File: src/rtl/flash_sequencer.sv
// Shift-pulse generator that sweeps both flash patterns out, holds, sweeps back,
// and on disable walks both shifters back to centre before idling.
module flash_sequencer #(
   parameter int TICK_DIV   = 4,
   parameter int STEPS      = 3,
   parameter int HOLD_TICKS = 2
) (
   input  logic clk,
   input  logic reset,
   input  logic enable,
   output logic flash1_shift_right,
   output logic flash1_shift_left,
   output logic flash2_shift_left,
   output logic flash2_shift_right,
   output logic busy
);

   localparam int CW = (TICK_DIV > 1) ? $clog2(TICK_DIV) : 1;
   localparam int PW = $clog2(STEPS + 1);
   localparam int HW = $clog2(HOLD_TICKS + 1);
   localparam logic [CW-1:0] CMAX = CW'(TICK_DIV - 1);
   localparam logic [PW-1:0] PMAX = PW'(STEPS);
   localparam logic [HW-1:0] HMAX = HW'(HOLD_TICKS);

   typedef enum logic [2:0] {
      S_IDLE, S_OUT, S_HOLD, S_IN, S_RET
   } state_t;

   state_t state, state_nx;
   logic [CW-1:0] cnt, cnt_nx;
   logic [PW-1:0] pos, pos_nx;
   logic [HW-1:0] hold, hold_nx;
   logic out_q, in_q, busy_q;
   logic out_nx, in_nx, busy_nx;
   logic tick, clr;

   always_ff @(posedge clk or negedge reset) begin
      if (!reset) begin
         state  <= S_IDLE;
         cnt    <= '0;
         pos    <= '0;
         hold   <= '0;
         out_q  <= 1'b0;
         in_q   <= 1'b0;
         busy_q <= 1'b0;
      end else begin
         state  <= state_nx;
         cnt    <= cnt_nx;
         pos    <= pos_nx;
         hold   <= hold_nx;
         out_q  <= out_nx;
         in_q   <= in_nx;
         busy_q <= busy_nx;
      end
   end

   assign tick = (state != S_IDLE) && (cnt == CMAX);

   always_comb begin
      state_nx = state;
      pos_nx   = pos;
      hold_nx  = hold;
      unique case (state)
         S_IDLE: begin
            pos_nx  = '0;
            hold_nx = '0;
            if (enable) state_nx = S_OUT;
         end
         S_OUT, S_HOLD, S_IN: begin
            // Disable wins over a same-edge tick
            if (!enable) begin
               state_nx = (pos == '0) ? S_IDLE : S_RET;
            end else if (tick) begin
               unique case (state)
                  S_OUT: begin
                     pos_nx = pos + 1'b1;
                     if (pos == PMAX - 1'b1) begin
                        state_nx = S_HOLD;
                        hold_nx  = '0;
                     end
                  end
                  S_HOLD: begin
                     hold_nx = hold + 1'b1;
                     if (hold == HMAX - 1'b1) state_nx = S_IN;
                  end
                  default: begin
                     pos_nx = pos - 1'b1;
                     if (pos == PW'(1)) state_nx = S_OUT;
                  end
               endcase
            end
         end
         S_RET: begin
            if (tick) begin
               pos_nx = pos - 1'b1;
               if (pos == PW'(1)) state_nx = S_IDLE;
            end
         end
         default: state_nx = S_IDLE;
      endcase
   end

   // Prescaler restarts on entry to IDLE/RETURN only
   assign clr = (state == S_IDLE) || (state_nx == S_IDLE) ||
                (state_nx == S_RET && state != S_RET);
   assign cnt_nx = (clr || tick) ? '0 : cnt + 1'b1;

   always_comb begin
      out_nx  = tick && enable && (state == S_OUT);
      in_nx   = tick && ((state == S_IN && enable) || state == S_RET);
      busy_nx = (state_nx != S_IDLE) || in_nx;
   end

   assign flash1_shift_right = out_q;
   assign flash2_shift_left  = out_q;
   assign flash1_shift_left  = in_q;
   assign flash2_shift_right = in_q;
   assign busy               = busy_q;

endmodule

File: config.mk
export PLATFORM = sky130hd
export DESIGN_NAME = flash_sequencer
export DESIGN_NICKNAME = d
export VERILOG_FILES = /design/src/rtl/flash_sequencer.sv
export SDC_FILE = /design/constraint.sdc
export NUM_CORES = 1
export LEC_CHECK = 0
export BUFFER_PORTS_ARGS = -buffer_cell sky130_fd_sc_hd__clkbuf_2
export CAP_MARGIN = 20
export CORE_MARGIN = 2
export CORE_UTILIZATION = 55
export CTS_CLUSTER_DIAMETER = 50
export DETAILED_ROUTE_END_ITERATION = 6
export PLACE_DENSITY = 0.76
export SLEW_MARGIN = 40
export SYNTH_ARGS = -nofsm -noshare
export SYNTH_HDL_FRONTEND = slang
export SYNTH_SLANG_ARGS = --single-unit
File: constraint.sdc
create_clock -name clk -period 2.4 [get_ports clk]
set_clock_uncertainty 0.2 [all_clocks]
set_input_delay 0.24 -clock clk [delete_from_list [all_inputs] [get_ports clk]]
set_output_delay 0.24 -clock clk [all_outputs]
set_load 0.05 [all_outputs]
Yosys cells after proc, flatten, opt, wreduce, memory -nomap -nowiden:

Index checks and enable logic that the tools add are counted.

* flip-flop bits (word level): 12
* output and inout bits: 5

* eq/ne operators: 16
* reductions and logical operators: 21
* muxes and demuxes: 22
* add/sub/neg operators: 4

Operator list (number)
* two-way mux 3 bit: 9
* two-way mux 2 bit: 7
* one-hot mux 2 bit (2 select lines): 3
* AND reduction 5 bit: 2
* != test 3 bit, second input constant: 3
* one-hot mux 3 bit (3 select lines): 1
* nonzero test 3 bit: 3
* != test 2 bit, second input constant: 4
* adder 2 x 1 -> 2 bit, second input constant: 3
* equality test 3 x 2 -> 1 bit, second input constant: 2
* equality test 3 bit, second input constant: 2
* logical AND 1 bit: 6
* logical NOT 3 bit: 2
* one-hot mux 2 bit (3 select lines): 1
* one-hot mux 3 bit (2 select lines): 1
* logical OR 1 bit: 5
* equality test 2 x 1 -> 1 bit, second input constant: 2
* equality test 2 bit, second input constant: 2
* equality test 3 x 1 -> 1 bit, second input constant: 1
* OR reduction 3 bit: 1
* logical NOT 2 bit: 1
* nonzero test 2 bit: 1
* subtractor 2 x 1 -> 2 bit, second input constant: 1

Depth between registers and ports, before layout:

* word-level depth: 11
* mapped depth: 5

Worst setup path before layout:

Ideal clock, no wire load.

* kind: register to register
* from: reg cnt[0]
* to: reg pos[0]
* path buffers: 0
* setup slack: 709 ps
* cell stages (with the launch flop): 5
* setup time: 128 ps
* arrival time: 1364 ps
* data required time: 2072 ps
* cell sequence: dfrtp_1 > ha_1 > and4b_4 > a211oi_4 > mux2_1

* cells in the longest elaborated chain, start to end: 4
* elaborated cells between the ends (all ways): 5
* those cells by class: eq/ne: 3; reduce/logical: 2

RTL lines
* start: declaration: line 30 `logic [CW-1:0] cnt, cnt_nx;`
* start signal: assignment: line 48 `cnt <= cnt_nx;`
* equality test 2 bit (*): line 57 `assign tick = (state != S_IDLE) && (cnt == CMAX);`
* logical AND 1 bit (*): line 57
* != test 2 bit (no source line)
* AND reduction 5 bit (no source line) (*)
* end signal: assignment: line 49 `pos <= pos_nx;`
* end: declaration: line 31 `logic [PW-1:0] pos, pos_nx;`

Mark *: on every way between the ends. The rest lies on a longest branch, timed or not.
A chain may end at the register's enable or synchronous reset.

Worst setup path in the final report:

* from: reg state[1]
* to: reg pos[0]

* cells in the longest elaborated chain, start to end: 5
* elaborated cells between the ends (all ways): 18
* those cells by class: eq/ne: 8; mux: 4; reduce/logical: 6

RTL lines
* start: declaration: line 29 `state_t state, state_nx;`
* start signal: assignment: line 47 `state <= state_nx;`
* equality test 3 x 2 -> 1 bit or equality test 3 x 1 -> 1 bit (tied branches): line 63, 74
* one-hot mux 2 bit (2 select lines): line 74 `unique case (state)`
* two-way mux 2 bit: line 73 `end else if (tick) begin`
* two-way mux 2 bit: line 71 `if (!enable) begin`
* one-hot mux 2 bit (3 select lines): line 63 `unique case (state)`

Several ways; a longest one is shown, not always the timed one. The select of a mux whose other input is x is not followed.

==> metrics.md <==
| Metric | Value |
|---|---|
| Outcome | finished clean |
| Launching element of the worst setup path | state[1] |
| Post-route clock period utilization | 74.22% |
| Avg Cell Area, Syn | roughly 9.9 um2 |
| Post-Synthesis Net Count | approximately 80 |
| Slowest library cell on the worst path | dfrtp_1 |
| Final core utilization | 62.52% |
| TritonCTS clock tree | done |
| Most common cell after layout, fill and taps aside | dfrtp_1 |
| Max-cap violation count | 0 |
| Number of warnings issued by yosys | 0 |
| Final Hold Slack | 0.09838 ns |
| H-Tree Depth | 1 |
| Met3 demand-to-capacity share in global routing | 10.00% |
| Final sum of negative setup slack | 0 ns |
| Floorplan die area | 1626 um2 |
| CP max stage delay | ~0.57 ns |
| Clock tree sinks | 12 |
| Power Dens Cells | 998.4 nW/um2 |
| Worst-Margin Slew | roughly 0.52 ns |
| Post-synthesis cell type count | 32 |
| Number of buffers inserted during clock tree synthesis | 3 |
| R2R setup slack | around 0.62 ns |
| Fraction of registers with async set/reset | 100.0% |
| Most crowded layer after global routing | met2 |
| Post-layout net count | 88 |
| Port Buffers | 7 |
| Worst-path maximum fanout | 12 |
| 1st-pass router iterations | 4 |
| Total vias in the final route | 544 |
| Die Wd | 40.33 um |
| Post-place setup slack | 0.6499 ns |
| Routed len/inst | approximately 14 um |
| Largest net degree at the start of global routing | 17 |
| Global-route wire length before repair | around 2.2 mm |
| Cell leakage power | about 0.34 nW |
| Root Buffer Master | clkbuf_4 |
| Main synth FF type | dfrtp_1 |
| Reg-to-Reg Start | state[1] |
| Final-report setup violation count | 0 |
| Kind of start point of the critical path | flop |
| Worst hold start | enable |
| Overall overflow remaining after global route | 0 |
| Largest vdd supply drop | 0.6081 mV |
| Number of DRC violations after detailed routing | 0 |
| Slew HR | 65.09% |
| Setup fix buffers added after clock tree synthesis | 0 |
| DIE HEIGHT | a little over 40 um |
| Syn Std Cell Area | 725.7 um2 |
| Number of buffers on the longest clock path | 2 |
| Number of placement rows | 13 |
| Number of antenna-violating nets in the routed design | 0 |
| Pins over their slew limit | 0 |
| Post-Synthesis Cells | 73 |
| Highest clock frequency the design can meet | 0.5614 GHz |
| Fraction of the yosys area taken by sequential cells | around two fifths |
| Core outline area | about 1300 um2 |
| Final HPWL from detailed placement | 938.4 um |
| Number of enable-type register cells in the synthesized netlist | 0 |
| Critical path class | flop to flop |
| Number of antenna violations at the first check in global routing | 0 |
| Required time of the critical path | 2.36 ns |
| DRC violation total after the first TritonRoute iteration | 8 |
| Number of inserted filler cells in the final layout | 104 |
| Fraction of layout instances using a drive strength above 1 | 21.52% |
| Total wire length | roughly 1.3 mm |
| CTS clk-pin slew, worst paths | 0.08 ns |
| Final count of hold timing violations | 0 |
| Post-synthesis register bit count | 12 |
| Total global routing track utilization | 21.82% |
| Tightest Hold Check Type | primary input to flop |
| Arrival time at the worst endpoint | 1.74 ns |
| Skew-Pair Late Insertion Delay | 0.28 ns |
| Met2 usage in global routing | 33.33% |
| List of cells traversed by the critical path | nor2_1 > a211oi_4 > mux2_1 |
| Routability Congestion | around 0.81 |
| Minimum clock period after layout | 1.781 ns |
| Via-to-Cell Ratio | 5.787 |
| Number of global-route vias before repair | about 510 |
| Effective utilization at floorplan | a little under three fifths |
| Worst Setup End Kind | flop |
| Unrepaired setup endpoints after global routing | no |
| Overall power | 0.7920 mW |
| Boundary Pins | 8 |
| Worst setup slack after layout | 0.6188 ns |
| Grt met1 use | approximately 27% |
| Leading cell types in the layout, fill and taps excluded | 12 x dfrtp_1, 7 x clkbuf_2, 6 x nand2_1, 5 x nor3_1, 5 x ha_1 |
| Area grow syn2layout | 9.310% |
| Count of antenna diodes in the layout | 0 |
## cells in the mapped netlist, types with 2 or more instances
cell | instances | area share, %
dfrtp_1 | 12 | 41
nand2_1 | 6 | 3.1
ha_1 | 5 | 8.6
nor3_1 | 5 | 3.4
buf_2 | 4 | 2.8
nand3_1 | 4 | 2.8
a21oi_1 | 3 | 2.1
inv_1 | 3 | 1.6
nand2b_1 | 3 | 2.6
nor3b_1 | 3 | 3.1
buf_4 | 2 | 2.1
mux2i_1 | 2 | 2.8
nor2_1 | 2 | 1.0
## final timing paths
check	endpoint	cells after the start
max reg2reg	pos[0]	3
min	state[2]	2
max in group asynchronous	pos[1]	2
min reg2reg	cnt[0]	1
min in group asynchronous	flash1_shift_right	2
max	pos[0]	3
## cell type report
type / count / area, um2 / area share [%]
inverter: 3 / 11.26 / 1.420
sequential: 12 / 300.3 / 37.85
tap: 15 / 18.77 / 2.366
multi-input combinational: 51 / 374.1 / 47.16
timing repair buffer: 9 / 52.55 / 6.625
clock buffer: 4 / 36.28 / 4.574
## stage by stage
| step | cells | instance area, um2 |
|---|---|---|
| final | 94 | 793.3 |
| after global routing | 94 | 793.3 |
| after CTS | 94 | 793.3 |
| after detailed placement | 89 | 747.0 |
| after global placement | 89 | 747.0 |
| after floorplan | 73 | 725.7 |
## power by group
part / internal (mW) / switching, mW / leakage, nW
sequential: 0.250 / 0.0679 / 0.159
clock: 0.0924 / 0.0688 / 0.0210
combinational: 0.132 / 0.181 / 0.163
## flip-flops by register name, indices dropped and copies added (netlist names)
register            count
hold                    2
pos                     2
state                   3
flash1_shift_left       1
flash1_shift_right      1
cnt                     2
busy                    1
## routing by layer
layer	routed length (um)	share of wire (%)	up-vias
met2	627	47	9
met5	0	0	-
met4	6	0.45	0
met1	646	48	263
met3	60	4.5	3
li1	-	-	269
## what timing repair did
item	in CTS	in global routing
hold endpoints to repair	12	0
endpoints found under the setup margin	0	0
gates resized for setup	0	0
hold buffers	1	0
## cell families (layout without fill, tap and decap cells)
logic type | count (synthesis) | count (layout) | share of synthesized area (%)
AND/OR/NAND/NOR | 31 | 31 | 25.52
AO/OA/AOI/OAI | 12 | 12 | 13.10
flip-flops | 12 | 12 | 41.38
buffers and inverters | 10 | 16 | 7.068
adder cells (fa/ha/maj) | 5 | 5 | 8.621
multiplexers | 3 | 3 | 4.310
## worst max-delay path, delay by kind of cell (launching register included)
kind,cells,cell delay (ns)
AOI/OAI and AO/OA,1,0.32
DFF,1,0.57
and+or+nand+nor,1,0.22
muxes,1,0.35
(Power assumes the default switching activity.)
